`config.mk`:
```
export PLATFORM = sky130hd
export DESIGN_NAME = program_counter
export DESIGN_NICKNAME = d
export VERILOG_FILES = /design/src/rtl/program_counter_pkg.sv /design/src/rtl/program_counter.sv
export SDC_FILE = /design/constraint.sdc
export NUM_CORES = 1
export LEC_CHECK = 0
export ABC_AREA = 1
export ABC_CLOCK_PERIOD_IN_PS = 1500
export BUFFER_PORTS_ARGS = -buffer_cell sky130_fd_sc_hd__buf_4
export CAP_MARGIN = 20
export CORE_MARGIN = 3
export CORE_UTILIZATION = 43
export CTS_BUF_LIST = sky130_fd_sc_hd__clkbuf_4 sky130_fd_sc_hd__clkbuf_8 sky130_fd_sc_hd__clkbuf_16
export CTS_CLUSTER_SIZE = 16
export DETAILED_ROUTE_END_ITERATION = 10
export HOLD_SLACK_MARGIN = 0.12
export PLACE_DENSITY = 0.76
export REMOVE_ABC_BUFFERS = 1
export SETUP_SLACK_MARGIN = 0.5
export SYNTH_ARGS = -nofsm -noshare
export SYNTH_HDL_FRONTEND = slang
export SYNTH_SLANG_ARGS = --single-unit
```
`constraint.sdc`:
```
create_clock -name clk -period 1.5 [get_ports clk]
set_input_delay 0 -clock clk [delete_from_list [all_inputs] [get_ports clk]]
set_output_delay 0 -clock clk [all_outputs]
set_load 0.02 [all_outputs]
```
`src/rtl/program_counter_pkg.sv`:
```
// Shared fetch-stage types: PC width, reset vector and the address type
// used by fetch, ROM, branch unit and debugging unit.
package program_counter_pkg;

    localparam int unsigned PC_WIDTH = 10;

    typedef logic [PC_WIDTH-1:0] pc_t;

    localparam pc_t PC_RESET = '0;

endpackage : program_counter_pkg

```
`src/rtl/program_counter.sv`:
```
// Fetch-stage instruction-address register. Each cycle the PC either reloads
// the reset vector, loads a jump target, holds on stall, or advances by one.
// PC_plus1 exposes the sequential successor for link/return-address use.
module program_counter
    import program_counter_pkg::*;
#(
    parameter int unsigned            ADDR_WIDTH = PC_WIDTH,
    parameter logic [ADDR_WIDTH-1:0]  RESET_ADDR = ADDR_WIDTH'(PC_RESET)
) (
    input  logic                  clk,
    input  logic                  reset,
    input  logic                  stall,
    input  logic                  jump_flag,
    input  logic [ADDR_WIDTH-1:0] jump_addr,
    output logic [ADDR_WIDTH-1:0] PC_reg,
    output logic [ADDR_WIDTH-1:0] PC_plus1
);

    // Declaration initialiser gives a defined PC before the first reset,
    // both in simulation and in the FPGA configuration bitstream.
    logic [ADDR_WIDTH-1:0] pc_q = RESET_ADDR;
    logic [ADDR_WIDTH-1:0] pc_d;
    logic [ADDR_WIDTH-1:0] pc_inc;

    // Unsigned increment, wraps modulo 2^ADDR_WIDTH with no carry out.
    always_comb begin
        pc_inc = pc_q + ADDR_WIDTH'(1);
    end

    // Next-PC select: jump beats stall so a control transfer is never lost.
    always_comb begin
        pc_d = pc_q;
        if (jump_flag) begin
            pc_d = jump_addr;
        end else if (!stall) begin
            pc_d = pc_inc;
        end
    end

    // PC register with synchronous active-high reset overriding everything.
    always_ff @(posedge clk) begin
        if (reset) begin
            pc_q <= RESET_ADDR;
        end else begin
            pc_q <= pc_d;
        end
    end

    assign PC_reg   = pc_q;
    assign PC_plus1 = pc_inc;

endmodule : program_counter

```
==> impl_metrics.py, run 1 <==
metrics = {
    "placed_design": {
        "dpl.cell_count": 159,
        "dp_hpwl_um": 1390,
        "gp_congestion": 0.838,
        "io_buffers": 33,
    },
    "clock_network": {
        "cts.sinks": 10,
        "numCtsBuffers": 3,
        "cts_root_buffer": "clkbuf_4",
        "clockBufferDepth": 2,
        "h-tree-depth": 1,
    },
    "floorplan": {
        "chipHeight_um": 45.5,
        "die_w_um": 45.5,
        "ioPinCount": 34,
        "num_rows": 13,
        "start_util_pct": 48.4,
    },
    "synthesis": {
        "ys_warn_count": 0,
        "ys_seq_area_share_pct": 29.9,
        "syn_inst": 113,
        "ys_types": 18,
        "synth.cell_area_um2": 669,
        "syn_avg_cell_area_um2": 5.92,
        "synth_seq_cells": 10,
    },
    "status": {
        "tool.error": "[ERROR DPL-0038] Utilization greater than 100%, impossible to legalize",
        "lastStage": "5_1_grt",
        "status": "did not finish",
    },
    "timing": {
        "postGrtWorstEndpoint": "PC_plus1[8]",
        "worst-ep-kind": "top-level output",
    },
    "global_route": {
        "grt_max_degree": 12,
    },
}
==> synthesized netlist by cell type <==
master | instances | share of area (%)
nand2_1 | 33 | 19
a31oi_1 | 1 | 0.94
clkinv_1 | 1 | 0.56
nand4_1 | 1 | 0.94
nand3_1 | 9 | 6.7
ha_1 | 1 | 1.9
o21ai_0 | 9 | 6.7
xor2_1 | 2 | 2.6
buf_1 | 1 | 0.56
nor2_2 | 3 | 2.8
and2_1 | 4 | 3.7
nand3_2 | 1 | 1.5
a21oi_1 | 7 | 5.2
inv_1 | 19 | 11
nand2_2 | 1 | 0.94
nor2_1 | 9 | 5.0
dfxtp_1 | 10 | 30
buf_2 | 1 | 0.75
==> through the flow <==
stage	setup TNS, ps	setup slack [ps]	util (%)	instance area, um^2	hold WS (ps)
floorplan	-49.2	-49.2	-	661	69.1
global placement	0	286	67.1	927	255
detailed placement	0	231	67.1	927	256
CTS	0	148	93.6	1290	138
==> timing repair <==
| item | 4_1_cts |
|---|---|
| gates resized for setup | 39 |
| hold buffers | 12 |
| buffers inserted | 9 |
| endpoints found under the hold margin | 10 |
| pin swaps | 10 |
| endpoints found under the setup margin | 18 |
==> kinds of logic after synthesis <==
logic type      after synthesis  synth area share, %
flops                        10                 29.9
buf+inv                      22                 12.5
compound gates               17                 12.9
fa+ha+maj                     1                 1.87
xor+xnor                      2                 2.62
simple gates                 61                 40.2
==> run 2: changes to the inputs <==
Settings changed: CORE_AREA from default to 3 3 64 66, CORE_MARGIN 3 to default, CORE_UTILIZATION 43 to default, CTS_BUF_LIST sky130_fd_sc_hd__clkbuf_4 sky130_fd_sc_hd__clkbuf_8 sky130_fd_sc_hd__clkbuf_16 to default, CTS_CLUSTER_SIZE 16 to default, DIE_AREA from default to 0 0 67 69, HOLD_SLACK_MARGIN 0.12 to default, PLACE_DENSITY 0.76 to default, PLACE_DENSITY_LB_ADDON from default to 0.15, SETUP_SLACK_MARGIN 0.5 to default.
==> run 2 against run 1 <==
Effect of this change: the run now ends clean; synthesized cell count is the same; synthesized area is the same.
==> impl_metrics.py, run 2 <==
metrics = {
    "status": {
        "status": "finished, final reports clean",
    },
    "worst_setup_path": {
        "slowest_delay_ps": 360,
        "worst-path-max-fanout": 5,
        "endpoint_kind": "primary output",
        "slowest_stage": "dfxtp_2",
        "critPathKind": "reg -> out",
        "startpoint_type": "register",
        "rr_endpoint": "PC_reg[4]$_SDFFE_PP0P_",
        "required_ps": 1500,
        "reg2regPathDepth": 6,
        "worstReg2RegStart": "PC_reg[1]$_SDFFE_PP0P_",
        "crit_chain": "ha_1, nand2_2, inv_2, nand4_1, and2_1, buf_4",
        "rrSetupSlack_ps": 310,
        "crit_arrival_ps": 1390,
    },
    "power_and_ir_drop": {
        "power_frac_seq_pct": 38.6,
        "clockPowerShare_pct": 34.8,
        "p_int_mw": 0.551,
        "p_sw_share_pct": 30.2,
        "p_per_area_mw_per_mm2": 775,
        "p_sw_mw": 0.239,
        "power_leakage_nw": 0.505,
        "worst_ir_drop_vdd_v": 0.000356,
        "power_mw": 0.790,
        "power.share.combinational_pct": 26.6,
    },
    "placed_design": {
        "place_ws_ps": 225,
        "dpl.cell_count": 192,
        "dp_hpwl_um": 1660,
        "io_buffers": 33,
        "gp_congestion": 0.776,
    },
    "global_route": {
        "grt_pass1_vias": 718,
        "grt.overflow.total": 0,
        "grt_max_degree": 12,
        "grt_usage_pct": 9.49,
        "grt_pass1_wl_um": 3320,
        "antenna_found_initial": 0,
    },
    "synthesis": {
        "syn_avg_cell_area_um2": 5.92,
        "synth.most_common_cell": "nand2_1",
        "yosys-top-cells-area": "dfxtp_1, nand2_1, inv_1",
        "synth_seq_cells": 10,
        "synth_common_cells": "nand2_1, inv_1, dfxtp_1",
        "synth_edf_count": 0,
        "ys_warn_count": 0,
        "ys_types": 18,
        "ys.flop_type": "dfxtp_1",
        "synth_area_leader_cell": "dfxtp_1",
        "syn_inst": 113,
        "ys_seq_area_share_pct": 29.9,
        "synth.cell_area_um2": 669,
        "yosysTopAreaCellShare_pct": 29.9,
        "postSynth.asyncResetShare_pct": 0,
    },
    "drt": {
        "first_pass_iters": 4,
        "wl_um": 2110,
        "viasPerCell": 4.01,
        "dr_total_vias": 781,
        "antenna_left": 0,
        "drtIter0Drc": 24,
        "wl_per_cell_um": 10.8,
        "drc_errors": 0,
    },
    "timing": {
        "rsz0062_at_grt": "false",
        "hold_viol_final": 0,
        "max_freq_ghz": 0.718,
        "fin_crit_ps": 1390,
        "layout_setup_ws_ps": 107,
        "fin_worst_skew_ps": 1.09,
        "slew_violations": 0,
        "timing.final.crit_share_pct": 92.9,
        "tightest_slew_ps": 307,
        "report.final.setup_viol": 0,
        "relSlewSlack_pct": 79.4,
    },
    "hold_path": {
        "worstHoldEndpoint": "PC_reg[5]$_SDFFE_PP0P_",
        "hp-start": "reset",
        "hp-class": "in -> reg",
        "worstHoldPathCells": 2,
    },
    "floorplan": {
        "start_util_pct": 18.4,
        "num_rows": 22,
        "dieArea_mm2": 0.00462,
        "chipHeight_um": 69,
        "ioPinCount": 34,
        "die_w_um": 67,
        "core_mm2": 0.00363,
    },
    "clock_network": {
        "cts_hold_buf": 0,
        "cts.sinks": 10,
        "cts_resized": 2,
        "cts_root_buffer": "clkbuf_8",
        "h-tree-depth": 1,
        "postCtsSetupBuffers": 0,
        "numCtsBuffers": 3,
        "cts.clk_slew.worst_paths_ps": 50,
        "clockBufferDepth": 2,
        "insertion_delay_ps": 230,
        "cts_tree": "yes",
    },
    "finish": {
        "multiInputGateArea_um2": 393,
        "stdcell_count": 195,
        "diodes": 0,
        "largest_reg_flops": 10,
        "layout.nets": 164,
        "register_area_um2": 203,
        "final_cell_mix": "buf_4, nand2_1, inv_1",
        "final.fill_count": 413,
        "drive_gt1_share_pct": 30.6,
        "syn_to_final_growth_pct": 52.3,
        "final_common_cell": "buf_4",
    },
    "job": {
        "cap_violations": 0,
    },
}
==> run 2: cell counts after synthesis <==
Identical to the previous run, type by type.
==> run 2: area by class of cell <==
class,count,share of cell area (%)
sequential,10,19.9
timing repair buffer,33,24.3
multi-input combinational,81,38.5
clock buffer,3,4.05
inverter,20,7.36
tap,48,5.89
==> run 2: power by group through the flow <==
stage	combinational, mW	clock [mW]	sequential, mW
after floorplan	0.0889	0	0.325
after global routing	0.231	0.304	0.307
after detailed placement	0.212	0	0.309
after global placement	0.212	0	0.308
final	0.210	0.275	0.305
after CTS	0.213	0.285	0.305
==> run 2: worst max path at each step <==
| stage | to | from |
|---|---|---|
| final | PC_plus1[8] | PC_reg[1]$_SDFFE_PP0P_ |
| after global routing | PC_plus1[8] | PC_reg[1]$_SDFFE_PP0P_ |
| after CTS | PC_plus1[8] | PC_reg[1]$_SDFFE_PP0P_ |
| after detailed placement | PC_plus1[8] | PC_reg[1]$_SDFFE_PP0P_ |
| after global placement | PC_plus1[8] | PC_reg[0]$_SDFFE_PP0P_ |
| after floorplan | PC_reg[4]$_SDFFE_PP0P_ | PC_reg[1]$_SDFFE_PP0P_ |
==> run 2: metal layers <==
metal | GRT usage [%] | routed length [um] | vias up
li1 | - | - | 421
met1 | 12.9 | 964 | 328
met2 | 13.6 | 937 | 30
met3 | 4.23 | 197 | 2
met4 | 2.03 | 13 | 0
met5 | 0 | 0 | -
==> run 2: stage by stage <==
stage	area (um^2)	TNS (ps)	utilization [%]	hold WS [ps]
2_1_floorplan	661	-49.2	-	69.1
3_3_place_gp	968	0	26.7	269
3_5_place_dp	968	0	26.7	274
4_1_cts	1010	0	27.9	27.8
5_1_grt	1020	0	28.1	24.5
6_report	1020	0	28.1	20.6
==> run 2: logic make-up (layout without fill, tap and decap cells) <==
kind of cell,after synthesis,after routing,synth area share (%)
simple gates,61,61,40.2
flops,10,10,29.9
buf+inv,22,56,12.5
compound gates,17,17,12.9
fa+ha+maj,1,1,1.87
xor+xnor,2,2,2.62
==> run 2: worst max-delay path, delay by kind of cell, from the launching register on <==
kind	cells	cell delay, ps
adders and majority gates	1	190
buffers and inverters	2	250
DFF	1	360
and+or+nand+nor	3	360
Power figures use the tool's default switching activity.
